`src/rtl/arb_pkg.sv`:
```
// Shared definitions for the arbitrating register mux: mode encodings and
// the rotating one-hot grant function.
package arb_pkg;

  localparam int unsigned ARB_RR     = 0;
  localparam int unsigned ARB_FIXED  = 1;
  localparam int unsigned ARB_MAX_CH = 32;
  localparam int unsigned ARB_MAX_CW = 5;

  typedef logic [ARB_MAX_CH-1:0] arb_vec_t;

  // First set bit of req[n-1:0], searching upward from start and wrapping at n.
  function automatic arb_vec_t arb_grant(input arb_vec_t req,
                                         input int unsigned n,
                                         input int unsigned start);
    arb_vec_t    g;
    logic        found;
    int unsigned idx;
    g     = '0;
    found = 1'b0;
    for (int unsigned i = 0; i < ARB_MAX_CH; i++) begin
      if (i < n) begin
        idx = start + i;
        if (idx >= n) idx = idx - n;
        if (!found && req[idx[ARB_MAX_CW-1:0]]) begin
          g[idx[ARB_MAX_CW-1:0]] = 1'b1;
          found                  = 1'b1;
        end
      end
    end
    return g;
  endfunction

endpackage

```
`src/rtl/rr_arbiter.sv`:
```
// Rotating-priority arbiter: one-hot grant to the first requester at or
// above ptr (wrapping); all-zero when en is low or nothing requests.
module rr_arbiter
  import arb_pkg::*;
#(
  parameter  int unsigned CHANNELS = 4,
  localparam int unsigned CW       = $clog2(CHANNELS)
) (
  input  logic [CHANNELS-1:0] req,
  input  logic [CW-1:0]       ptr,
  input  logic                en,
  output logic [CHANNELS-1:0] grant
);

  arb_vec_t w_req_ext;
  arb_vec_t w_grant_full;

  assign w_req_ext    = arb_vec_t'(req);
  assign w_grant_full = arb_grant(w_req_ext, CHANNELS, 32'(ptr));
  assign grant        = en ? w_grant_full[CHANNELS-1:0] : '0;

  // Bits above CHANNELS are never set because the request is zero-extended.
  generate
    if (CHANNELS < ARB_MAX_CH) begin : g_unused
      logic w_unused_hi;
      assign w_unused_hi = |w_grant_full[ARB_MAX_CH-1:CHANNELS];
    end
  endgenerate

endmodule

```
`src/rtl/arb_mux_reg.sv`:
```
// N-channel arbitrating multiplexer with a registered output stage and
// valid/ready handshakes; round-robin or fixed-priority selection.
module arb_mux_reg
  import arb_pkg::*;
#(
  parameter  int unsigned WIDTH    = 8,
  parameter  int unsigned CHANNELS = 4,
  parameter  int unsigned MODE     = 0,
  localparam int unsigned CW       = $clog2(CHANNELS)
) (
  input  logic                      clk,
  input  logic                      rst_n,
  input  logic [CHANNELS*WIDTH-1:0] in_data,
  input  logic [CHANNELS-1:0]       in_valid,
  output logic [CHANNELS-1:0]       in_ready,
  output logic [WIDTH-1:0]          out_data,
  output logic [CW-1:0]             out_chan,
  output logic                      out_valid,
  input  logic                      out_ready
);

  logic [WIDTH-1:0]    r_out_data;
  logic [CW-1:0]       r_out_chan;
  logic                r_out_valid;
  logic [CW-1:0]       r_ptr;

  logic                w_load;
  logic [CW-1:0]       w_ptr_eff;
  logic [CHANNELS-1:0] w_grant;
  logic                w_xfer;
  logic [CW-1:0]       w_gidx;
  logic [WIDTH-1:0]    w_data;
  logic [CW-1:0]       w_ptr_next;

  // Accept only when the output slot is empty or being drained this cycle.
  assign w_load    = !r_out_valid || out_ready;
  assign w_ptr_eff = (MODE == ARB_FIXED) ? '0 : r_ptr;

  rr_arbiter #(
    .CHANNELS (CHANNELS)
  ) u_arb (
    .req   (in_valid),
    .ptr   (w_ptr_eff),
    .en    (w_load & rst_n),
    .grant (w_grant)
  );

  assign in_ready = w_grant;
  assign w_xfer   = |w_grant;

  always_comb begin
    w_gidx = '0;
    w_data = '0;
    for (int unsigned i = 0; i < CHANNELS; i++) begin
      if (w_grant[i]) begin
        w_gidx = CW'(i);
        w_data = in_data[i*WIDTH +: WIDTH];
      end
    end
  end

  assign w_ptr_next = (w_gidx == CW'(CHANNELS - 1)) ? '0 : w_gidx + CW'(1);

  always_ff @(posedge clk) begin
    if (!rst_n) begin
      r_out_data  <= '0;
      r_out_chan  <= '0;
      r_out_valid <= 1'b0;
      r_ptr       <= '0;
    end else if (w_xfer) begin
      r_out_data  <= w_data;
      r_out_chan  <= w_gidx;
      r_out_valid <= 1'b1;
      if (MODE == ARB_RR) r_ptr <= w_ptr_next;
    end else if (out_ready) begin
      r_out_valid <= 1'b0;
    end
  end

  assign out_data  = r_out_data;
  assign out_chan  = r_out_chan;
  assign out_valid = r_out_valid;

endmodule

```
`config.mk`:
```
export PLATFORM = sky130hd
export DESIGN_NAME = arb_mux_reg
export DESIGN_NICKNAME = d
export VERILOG_FILES = /design/src/rtl/arb_pkg.sv /design/src/rtl/rr_arbiter.sv /design/src/rtl/arb_mux_reg.sv
export SDC_FILE = /design/constraint.sdc
export NUM_CORES = 1
export LEC_CHECK = 0
export ABC_AREA = 1
export CAP_MARGIN = 5
export CELL_PAD_IN_SITES_DETAIL_PLACEMENT = 0
export CELL_PAD_IN_SITES_GLOBAL_PLACEMENT = 2
export CORE_UTILIZATION = 21
export CTS_CLUSTER_DIAMETER = 200
export DETAILED_ROUTE_END_ITERATION = 8
export PLACE_DENSITY = 0.89
export SYNTH_ARGS = -nofsm -noshare
export SYNTH_HDL_FRONTEND = slang
export SYNTH_HIERARCHICAL = 1
export SYNTH_SLANG_ARGS = --single-unit
```
`constraint.sdc`:
```
create_clock -name clk -period 2.9 [get_ports clk]
set_clock_uncertainty 0.1 [all_clocks]
set_input_delay 0.435 -clock clk [delete_from_list [all_inputs] [get_ports clk]]
set_output_delay 0.435 -clock clk [all_outputs]
set_load 0.01 [all_outputs]
```
==> summary.md, run 1 <==
| Metric | Value |
|---|---|
| R2r worst-path depth | `17` |
| Top post-synthesis cells by area | `dfxtp_1, nand2_1, nand3_1` |
| Total GRT Usage | `about an eighth` |
| Die area | `6260 µm²` |
| Slew headroom | `between 70% and 80%` |
| Cell count after synthesis | `~200` |
| Cts hold-fix bufs | `0` |
| IO Port Bufs | `53` |
| Mapped Area | `1250 µm²` |
| Core area | `5610 µm²` |
| Critical-path cell list | `inv_2 > ha_1 > inv_1 > nand3_1 > nand3_2 > nand2_2 > inv_2 > nand2_2 > nor2_1 > nor2_1 > nor2_1 > dlygate4sd2_1` |
| Final Power | `1.77 mW` |
| Worst Hold Class | `flop to flop` |
| Top-count cell post-synth | `nand2_1` |
| Area share of the largest cell type after synthesis | `a little over a fifth` |
| CP max FO | `7` |
| Cell Pwr Density | `approximately 920 nW/µm²` |
| RSZ-0062 raised after global routing | `no` |
| Number of H-tree levels | `1` |
| Post-synth top area cell | `dfxtp_1` |
| Outcome | `completed` |
| Clk Tree Root Cell | `clkbuf_8` |
| CP max-delay cell | `dfxtp_2` |
| WL per Instance | `~11 µm` |
| Clock Latency Late Sink | `about 0.24 ns` |
| Register area share after synthesis | `around a fifth` |
| Vias | `1434` |
| Count of cell types in the netlist | `20` |
| Max cap viols | `0` |
| Fin nets | `between 300 and 400` |
| Synthesized area per cell | `around 6.3 µm²` |
| Starting density of the core | `22.3%` |
| YS warnings | `6` |
| Post-synth net total | `244` |
| Max-slew violation count | `0` |
| Router iterations before antenna repair | `4` |
| Total CTS buffers | `3` |
| Top post-synthesis cells by count | `nand2_1, nand3_1, inv_1` |
| Worst Hold Path Cells | `2` |
| Area Overhead vs Synth | `54.1%` |
| Worst Path Required | `2.37 ns` |
| Initial antenna violation count | `0` |
| TNS Setup | `0 ns` |
| I/O pin cnt | `54` |
| DPL Wire Length | `about 2.9 mm` |
| Largest net degree at the start of global routing | `13` |
| Final Critical Period | `2.60 ns` |
| # DRC | `0` |
| Row count | `27` |
| CTS tree | `yes` |
| VDD IR max | `between 0.0003 and 0.0004 V` |
| Final period util | `about nine tenths` |
| Fillers | `roughly 640` |
| Most used cell along the critical path | `nor2_1` |
| Slew at the pin with the worst max-slew slack | `0.307 ns` |
| Grt ovf | `0` |
| EDFF count, synth | `0` |
| Chip Width | `slightly below 80 µm` |
| Max incr delay on CP | `around 0.36 ns` |
| 1st-iter DRT viols | `54` |
| Die height | `just under 80 µm` |
| # clock sinks | `13` |
| Final WL | `roughly 3.6 mm` |
| Ant. Diodes | `0` |
| Leakage | `between 0.8 and 0.9 nW` |
| Async S/R FF share, synth | `0%` |
| Vias in the first global route | `1374` |
| Worst setup SP type | `flop` |
| Top_reg_cell synth | `dfxtp_1` |
| Crit path kind | `flop to primary output` |
| Critical Path AT | `about 2.1 ns` |
| Fin. Hold Viols | `0` |
| Detail Route Antenna Nets | `0` |
| Final setup fails | `0` |
| Synthesis-stage register bit count | `13` |
| CTS Buffer Depth | `2` |
| Crit. End Element | `primary output` |
| Global-route wire length before repair | `5.91 mm` |
| Vias per cell | `roughly 4.4` |
| GP Congestion | `0.837` |
| CTS clk-pin slew, worst paths | `about 0.060 ns` |
| Proportion of layout cells with a drive suffix above 1 | `16.7%` |
| Max Freq | `approximately 380 MHz` |
## stage by stage
step	hold WS [ns]	cell area (µm²)	utilization, %	std cells	worst slack (ns)
after floorplan	0.383	1250	-	198	0.379
after global placement	0.350	1870	33.4	325	0.129
after detailed placement	0.355	1870	33.4	325	0.101
after CTS	0.364	1920	34.2	329	0.00435
after global routing	0.385	1930	34.3	329	0.116
final	0.362	1930	34.3	329	0.297
## worst max-delay path: cells and delay by family (launching register included)
family | cells | cell delay [ns]
buf+inv | 4 | 0.50
simple gates | 7 | 0.63
flops | 1 | 0.36
fa+ha+maj | 1 | 0.34
## registers in the layout (all words and copies together) (netlist names)
name       cells
out_chan       2
out_data       8
out_valid      1
r_ptr          2
## cells in the final DEF (no fill, tap or decap), drive strengths merged
master,count
a21oi,21
buf,8
clkbuf,4
clkdlybuf4s50,49
dfxtp,13
dlygate4sd2,1
dlymetal6s2s,3
ha,7
inv,25
nand2,61
nand3,32
nand4,4
nor2,19
o21ai,2
or2,8
## path summary, 6_finish.rpt
path,start,to,slack (ns)
setup reg to reg,r_ptr[0],out_data[1],0.40
hold reg to reg,out_chan[1],out_chan[1],0.36
hold / removal,out_chan[1],out_chan[1],0.36
setup / recovery,r_ptr[0],in_ready[2],0.30
## cell type report
cell class / count / area (µm²) / share of cell area (%)
tap: 72 / 90.1 / 4.68
sequential: 13 / 262 / 13.6
clock buffer: 4 / 45.0 / 2.34
inverter: 25 / 93.8 / 4.87
timing repair buffer: 61 / 597 / 31.0
multi-input combinational: 154 / 838 / 43.5
## cells by family (layout without fill, tap and decap cells)
| family | Yosys count | count (layout) | synth area share [%] |
|---|---|---|---|
| flops | 13 | 13 | 20.8 |
| fa+ha+maj | 7 | 7 | 7.01 |
| buf+inv | 31 | 90 | 12.1 |
| simple gates | 124 | 124 | 48.4 |
| compound gates | 23 | 23 | 11.6 |
## repair_timing
| item | CTS | global route |
|---|---|---|
| buffers inserted | 0 | 0 |
| gates resized for setup | 2 | 3 |
| endpoints found under the setup margin | 4 | 3 |
| pin swaps | 0 | 0 |
## power by group
group	switching, mW	internal, mW	total [mW]
Combinational	0.795	0.538	1.33
Sequential	0.0327	0.242	0.275
Clock	0.0674	0.0972	0.165
Total	0.895	0.878	1.77
## per-layer routing
metal  wire (µm)  track usage [%]  vias up
met5           0                0        -
met4          31             2.73        0
met1        1650             14.6      629
li1            -                -      749
met3         240             2.99        4
met2        1630             20.4       52
No activity file was read; power rests on OpenSTA's default activity.
==> inputs of run 2 (changes only) <==
CAP_MARGIN = 20   (was 5)
==> results of run 2 <==
Final layout, timing and power as in run 1 (identical DEF).
